$ cat src/rtl/reg_sequencer_pkg.sv
// Shared widths, instruction field layout, opcode and FSM encodings for reg_sequencer.
package reg_sequencer_pkg;

  localparam int DATA_W  = 8;
  localparam int ADDR_W  = 5;
  localparam int INSTR_W = 18;

  localparam int OP_MSB  = 17;
  localparam int OP_LSB  = 15;
  localparam int RD_MSB  = 14;
  localparam int RD_LSB  = 10;
  localparam int RS1_MSB = 9;
  localparam int RS1_LSB = 5;
  localparam int RS2_MSB = 4;
  localparam int RS2_LSB = 0;
  localparam int IMM_MSB = 7;
  localparam int IMM_LSB = 0;

  typedef enum logic [2:0] {
    OP_ADD  = 3'b000,
    OP_SUB  = 3'b001,
    OP_AND  = 3'b010,
    OP_OR   = 3'b011,
    OP_XOR  = 3'b100,
    OP_SLTU = 3'b101,
    OP_LDI  = 3'b110,
    OP_NOP  = 3'b111
  } opcode_e;

  typedef enum logic [1:0] {
    ST_IDLE  = 2'd0,
    ST_READ  = 2'd1,
    ST_EXEC  = 2'd2,
    ST_WRITE = 2'd3
  } state_e;

  // Field order mirrors the instruction bit layout, MSB first.
  typedef struct packed {
    opcode_e           op;
    logic [ADDR_W-1:0] rd;
    logic [ADDR_W-1:0] rs1;
    logic [ADDR_W-1:0] rs2;
  } instr_t;

  function automatic logic [DATA_W-1:0] get_imm(input instr_t i);
    logic [INSTR_W-1:0] raw;
    raw = i;
    return raw[IMM_MSB:IMM_LSB];
  endfunction

  function automatic logic uses_regs(input opcode_e op);
    return (op != OP_LDI) && (op != OP_NOP);
  endfunction

endpackage

$ cat src/rtl/reg_sequencer_if.sv
// Instruction handshake plus register-file read/write port of reg_sequencer.
interface reg_sequencer_if;
  import reg_sequencer_pkg::*;

  logic               instr_valid;
  logic               instr_ready;
  logic [INSTR_W-1:0] instr;

  logic               rf_read_enable1;
  logic               rf_read_enable2;
  logic [ADDR_W-1:0]  rf_read_address1;
  logic [ADDR_W-1:0]  rf_read_address2;
  logic [DATA_W-1:0]  rf_read_out1;
  logic [DATA_W-1:0]  rf_read_out2;

  logic               rf_write_enable;
  logic [ADDR_W-1:0]  rf_write_address;
  logic [DATA_W-1:0]  rf_write_in;

  modport slave (
    input  instr_valid, instr, rf_read_out1, rf_read_out2,
    output instr_ready, rf_read_enable1, rf_read_enable2,
           rf_read_address1, rf_read_address2,
           rf_write_enable, rf_write_address, rf_write_in
  );

  modport master (
    output instr_valid, instr, rf_read_out1, rf_read_out2,
    input  instr_ready, rf_read_enable1, rf_read_enable2,
           rf_read_address1, rf_read_address2,
           rf_write_enable, rf_write_address, rf_write_in
  );

endinterface

$ cat src/rtl/reg_sequencer_alu8.sv
// Combinational 8-bit ALU; carry is bit 8 of a 9-bit add/subtract (borrow for SUB).
module alu8
  import reg_sequencer_pkg::*;
(
  input  opcode_e     op,
  input  logic [7:0]  a,
  input  logic [7:0]  b,
  input  logic [7:0]  imm,
  output logic [7:0]  result,
  output logic        carry
);

  always_comb begin
    result = '0;
    carry  = 1'b0;
    unique case (op)
      OP_ADD:  {carry, result} = {1'b0, a} + {1'b0, b};
      OP_SUB:  {carry, result} = {1'b0, a} - {1'b0, b};
      OP_AND:  result = a & b;
      OP_OR:   result = a | b;
      OP_XOR:  result = a ^ b;
      OP_SLTU: result = {7'b0, (a < b)};
      OP_LDI:  result = imm;
      // NOP output is don't-care; the sequencer keeps its previous result.
      OP_NOP:  result = '0;
      default: result = '0;
    endcase
  end

endmodule

$ cat src/rtl/reg_sequencer.sv
// Four-state instruction sequencer: IDLE -> READ -> EXEC -> WRITE, fixed 4-cycle issue rate.
module reg_sequencer #(
  parameter int DATA_W = 8,
  parameter int ADDR_W = 5
) (
  input  logic              clk,
  input  logic              rst_n,
  reg_sequencer_if.slave    bus,
  output logic              done,
  output logic [DATA_W-1:0] result,
  output logic              carry
);
  import reg_sequencer_pkg::*;

  state_e            state, state_nxt;
  instr_t            ir, ir_nxt;
  logic [DATA_W-1:0] a_q, b_q;
  logic [7:0]        alu_result;
  logic              alu_carry;

  assign bus.instr_ready = (state == ST_IDLE);

  always_comb begin
    state_nxt = state;
    ir_nxt    = ir;
    unique case (state)
      ST_IDLE: if (bus.instr_valid) begin
        state_nxt = ST_READ;
        ir_nxt    = instr_t'(bus.instr);
      end
      ST_READ:  state_nxt = ST_EXEC;
      ST_EXEC:  state_nxt = ST_WRITE;
      ST_WRITE: state_nxt = ST_IDLE;
      default:  state_nxt = ST_IDLE;
    endcase
  end

  alu8 u_alu (
    .op     (ir.op),
    .a      (a_q),
    .b      (b_q),
    .imm    (get_imm(ir)),
    .result (alu_result),
    .carry  (alu_carry)
  );

  // Strobes are decoded from the next state so they are clean flop outputs
  // aligned exactly with the state they belong to.
  always_ff @(posedge clk) begin
    if (!rst_n) begin
      state                <= ST_IDLE;
      ir                   <= '0;
      a_q                  <= '0;
      b_q                  <= '0;
      result               <= '0;
      carry                <= 1'b0;
      done                 <= 1'b0;
      bus.rf_read_enable1  <= 1'b0;
      bus.rf_read_enable2  <= 1'b0;
      bus.rf_read_address1 <= '0;
      bus.rf_read_address2 <= '0;
      bus.rf_write_enable  <= 1'b0;
      bus.rf_write_address <= '0;
      bus.rf_write_in      <= '0;
    end else begin
      state <= state_nxt;
      ir    <= ir_nxt;
      if (state == ST_READ) begin
        a_q <= bus.rf_read_out1;
        b_q <= bus.rf_read_out2;
      end
      if (state == ST_EXEC && ir.op != OP_NOP) begin
        result <= alu_result;
        carry  <= alu_carry;
      end
      bus.rf_read_enable1  <= (state_nxt == ST_READ) && uses_regs(ir_nxt.op);
      bus.rf_read_enable2  <= (state_nxt == ST_READ) && uses_regs(ir_nxt.op);
      bus.rf_read_address1 <= (state_nxt == ST_READ) ? ir_nxt.rs1 : '0;
      bus.rf_read_address2 <= (state_nxt == ST_READ) ? ir_nxt.rs2 : '0;
      bus.rf_write_enable  <= (state_nxt == ST_WRITE) && (ir.op != OP_NOP);
      bus.rf_write_address <= (state_nxt == ST_WRITE && ir.op != OP_NOP) ? ir.rd : '0;
      bus.rf_write_in      <= (state_nxt == ST_WRITE && ir.op != OP_NOP) ? alu_result : '0;
      done                 <= (state_nxt == ST_WRITE);
    end
  end

endmodule

$ cat src/flat_wrapper.sv
// flat-port wrapper written by rule: the top's interface ports become plain ports
module reg_sequencer_flat import reg_sequencer_pkg::*;
#(
  parameter int DATA_W = 8,
  parameter int ADDR_W = 5
)
  (clk, rst_n, done, result, carry, bus_instr_valid, bus_instr, bus_rf_read_out1, bus_rf_read_out2, bus_instr_ready, bus_rf_read_enable1, bus_rf_read_enable2, bus_rf_read_address1, bus_rf_read_address2, bus_rf_write_enable, bus_rf_write_address, bus_rf_write_in);
  reg_sequencer_if bus_i ();
  input  logic clk;
  input  logic rst_n;
  output logic done;
  output logic [DATA_W-1:0] result;
  output logic carry;
  input wire logic [$bits(bus_i.instr_valid)-1:0] bus_instr_valid;
  input wire logic [$bits(bus_i.instr)-1:0] bus_instr;
  input wire logic [$bits(bus_i.rf_read_out1)-1:0] bus_rf_read_out1;
  input wire logic [$bits(bus_i.rf_read_out2)-1:0] bus_rf_read_out2;
  output wire logic [$bits(bus_i.instr_ready)-1:0] bus_instr_ready;
  output wire logic [$bits(bus_i.rf_read_enable1)-1:0] bus_rf_read_enable1;
  output wire logic [$bits(bus_i.rf_read_enable2)-1:0] bus_rf_read_enable2;
  output wire logic [$bits(bus_i.rf_read_address1)-1:0] bus_rf_read_address1;
  output wire logic [$bits(bus_i.rf_read_address2)-1:0] bus_rf_read_address2;
  output wire logic [$bits(bus_i.rf_write_enable)-1:0] bus_rf_write_enable;
  output wire logic [$bits(bus_i.rf_write_address)-1:0] bus_rf_write_address;
  output wire logic [$bits(bus_i.rf_write_in)-1:0] bus_rf_write_in;
  assign bus_i.instr_valid = bus_instr_valid;
  assign bus_i.instr = bus_instr;
  assign bus_i.rf_read_out1 = bus_rf_read_out1;
  assign bus_i.rf_read_out2 = bus_rf_read_out2;
  assign bus_instr_ready = bus_i.instr_ready;
  assign bus_rf_read_enable1 = bus_i.rf_read_enable1;
  assign bus_rf_read_enable2 = bus_i.rf_read_enable2;
  assign bus_rf_read_address1 = bus_i.rf_read_address1;
  assign bus_rf_read_address2 = bus_i.rf_read_address2;
  assign bus_rf_write_enable = bus_i.rf_write_enable;
  assign bus_rf_write_address = bus_i.rf_write_address;
  assign bus_rf_write_in = bus_i.rf_write_in;
  reg_sequencer #(.DATA_W(DATA_W), .ADDR_W(ADDR_W)) u_core (.clk(clk), .rst_n(rst_n), .bus(bus_i), .done(done), .result(result), .carry(carry));
endmodule
$ cat config.mk
export PLATFORM = sky130hd
export DESIGN_NAME = reg_sequencer_flat
export DESIGN_NICKNAME = d
export VERILOG_FILES = /design/src/rtl/reg_sequencer_pkg.sv /design/src/rtl/reg_sequencer_if.sv /design/src/rtl/reg_sequencer_alu8.sv /design/src/rtl/reg_sequencer.sv /design/src/flat_wrapper.sv
export SDC_FILE = /design/constraint.sdc
export NUM_CORES = 1
export LEC_CHECK = 0
export ABC_CLOCK_PERIOD_IN_PS = 2700
export CAP_MARGIN = 20
export CORE_MARGIN = 2
export CORE_UTILIZATION = 54
export CTS_CLUSTER_SIZE = 14
export DETAILED_ROUTE_END_ITERATION = 8
export DONT_BUFFER_PORTS = 1
export MAX_ROUTING_LAYER = met4
export PLACE_DENSITY_LB_ADDON = 0.1
export SLEW_MARGIN = 40
export SYNTH_ARGS = -nofsm -noshare
export SYNTH_HDL_FRONTEND = slang
export SYNTH_SLANG_ARGS = --single-unit
$ cat constraint.sdc
create_clock -name clk -period 2.7 [get_ports clk]
set_clock_uncertainty 0.2 [all_clocks]
set_input_delay 0.405 -clock clk [delete_from_list [all_inputs] [get_ports clk]]
set_output_delay 0.405 -clock clk [all_outputs]
set_load 0.01 [all_outputs]
==> results_dict.tcl <==
set metrics [dict create \
    r2r_start "u_core.a_q[1]" \
    path_class "reg -> reg" \
    irDropWorstVdd_uv 564 \
    clkPwrFrac_pct 22.5 \
    num_vias 2826 \
    synthCells 398 \
    syn_area_um2 3650 \
    cts_tree "done" \
    synth-seq-cells 71 \
    worstPathArrival_ps 2570 \
    synth_top_area_share_pct 38.9 \
    synthTopCellsByArea "dfxtp_1, ha_1, mux2i_1" \
    mostFrequentLayoutCells "dfxtp_1, nor2b_1, nand2_1" \
    nNetsFinal 482 \
    status "complete, no violations" \
    cp-end-kind "flip-flop" \
    routed-wl-met2_um 3850 \
    root_buffer "clkbuf_8" \
    cp_max_fo 5 \
    drv_slew 0 \
    synth.avg_cell_area_um2 9.17 \
    layout_commonest_cell "dfxtp_1" \
    portBuffers 0 \
    design.core.area_um2 6460 \
    setup_viol_count_final 0 \
    hold_viol_final 0 \
    yosysUniqueCellTypes 55 \
    min_from "rst_n" \
    drive_gt1_share_pct 10.5 \
    ios 74 \
    die-area_um2 7430 \
    core.rowCount 29 \
    ys_warn_count 0 \
    p_switching_mw 1.45 \
    synthFlopType "dfxtp_1" \
    clockBufferDepth 2 \
    die-height_um 86.2 \
    drtIter0Drc 157 \
    p_sw_share_pct 38.4 \
    dpl.cell_count 470 \
    grt_pass1_vias 2637 \
    ys_seq_area_share_pct 38.9 \
    globalRouteOverflowTotal 0 \
    ctsHtreeMaxLevel 3 \
    regToRegSetupSlack_ps 180 \
    crit_required_ps 2750 \
    wirelength_um 8570 \
    area_growth_pct 11.5 \
    cts_buffers 9 \
    synthesis.nets 465 \
    grtUsageTotal_pct 24.7 \
    dr.pass1.iters 4 \
    post-route-period-util_pct 93.2 \
    n_antenna_cell 0 \
    grt_max_degree 30 \
    met3_length_um 474 \
    powerDensity_nw_per_um2 927 \
    holdWs_ps 3.90 \
    grt_antenna_before_repair 0 \
    initial_utilization_pct 56.5 \
    maxUsedRoutingLayer "met4" \
    worstSetupStartpoint "u_core.a_q[1]" \
    max_slew_margin_pct 64.9 \
    rsz0062_at_grt "false" \
    place.gp.congestion 0.904 \
    cts.sinks 71 \
    synth_area_leader_cell "dfxtp_1" \
    max_freq_ghz 0.398 \
    p_leak_nw 1.68 \
    post_drt_wl_per_cell_um 17.2 \
    synth_edf_count 0 \
    clkLatencyLatePin_ps 350 \
    hpwl_um 6240 \
    viasPerCell 5.69 \
    tightest_slew_ps 522 \
    postRouteAntennaNets 0 \
    m1WireLength_um 4050 \
    post_cts_buffers 0 \
    grt_pass1_wl_um 13600 \
    fin_setup_tns_ps 0 \
    cap_violations 0 \
    hold_path_class "in -> reg" \
    drc 0 \
    final.min_clock_period_ps 2520 \
    seqPwrFrac_pct 37.5 \
    clk_pin_slew_ps 80 \
    stdcell_count 497 \
    die-width_um 86.2 \
    synthArstFlopShare_pct 0 \
    power.share.combinational_pct 40.0 \
    startpoint_type "flip-flop" \
    p_int_mw 2.32 \
]
cells in the mapped netlist (all sizes together), types with 5 or more instances:
cell type	count
a221oi	5
and3	6
nor2b	32
nand2	30
inv	29
o21ai	12
clkbuf	10
mux2i	28
a21oi	21
a21o	7
dfxtp	71
buf	9
a21boi	9
nor2	25
or3	5
ha	28
nand2b	7
a211oi	5
o22ai	5
final cells by class:
cell class / instances / area, um2
Tap cell: 77 / 96.3
Fill cell: 554 / 2390
Timing Repair Buffer: 25 / 210
Inverter: 30 / 113
Clock inverter: 6 / 68.8
Sequential cell: 71 / 1420
Multi-Input combinational cell: 278 / 2030
Clock buffer: 10 / 128
path summary, 6_finish.rpt:
check,endpoint,depth (start not counted)
max reg2reg,u_core.result[5],8
max,u_core.result[5],8
min reg2reg,u_core.ir[11],2
min,u_core.ir[11],1
stage by stage:
stage	power, mW	utilization, %	cell area [um2]	worst slack, ps
final	3.77	63.0	4070	185
after global routing	4.03	63.0	4070	19.7
after CTS	3.78	62.9	4070	138
after detailed placement	2.91	58.3	3770	256
after global placement	2.88	58.3	3770	314
after floorplan	2.54	-	3650	475
cells by family (layout without fill, tap and decap cells):
group | Yosys count | in the layout | share of synthesized area (%)
fa+ha+maj | 31 | 31 | 11.0
flops | 71 | 71 | 38.9
buf+inv | 49 | 71 | 5.38
compound gates | 91 | 91 | 17.4
mux | 29 | 29 | 7.98
simple gates | 122 | 122 | 18.2
xor+xnor | 5 | 5 | 1.20
repair_timing:
item                                   4_1_cts  5_1_grt
hold buffers                                10        1
endpoints found under the hold margin       31        1
setup endpoints to repair                    0        1
gates resized for setup                      0        1
state kept, by name, summed over array words and instances (netlist names):
register                     cells
u_core.bus.rf_read_address2      5
u_core.b_q                       8
u_core.ir                       18
u_core.result                    8
u_core.bus.rf_write_enable       1
u_core.carry                     1
u_core.state                     2
u_core.bus.rf_read_enable1       1
u_core.bus.rf_read_address1      5
u_core.done                      1
u_core.bus.rf_write_address      5
u_core.a_q                       8
u_core.bus.rf_write_in           8
power by group through the flow:
stage	combinational [mW]	clock (mW)	sequential (mW)
final	1.51	0.850	1.41
after global routing	1.68	0.908	1.44
after CTS	1.50	0.863	1.42
after detailed placement	1.47	0	1.44
after global placement	1.45	0	1.43
after floorplan	1.15	0	1.39
worst max-delay path, stage by stage (launching register included):
cell and delay [ps]:
dfxtp_1 440, inv_1 110, ha_1 330, o21bai_1 340, nand3_1 130, a21oi_1 210, mux2_2 360, a2bb2oi_1 150
a21o_1 160
per-layer routing:
metal / global-route usage [%] / vias to the layer above
li1: - / 1413
met1: 32.8 / 1295
met5: - / -
met3: 5.24 / 19
met4: 10.9 / 0
met2: 36.4 / 99
(Power assumes the default switching activity.)
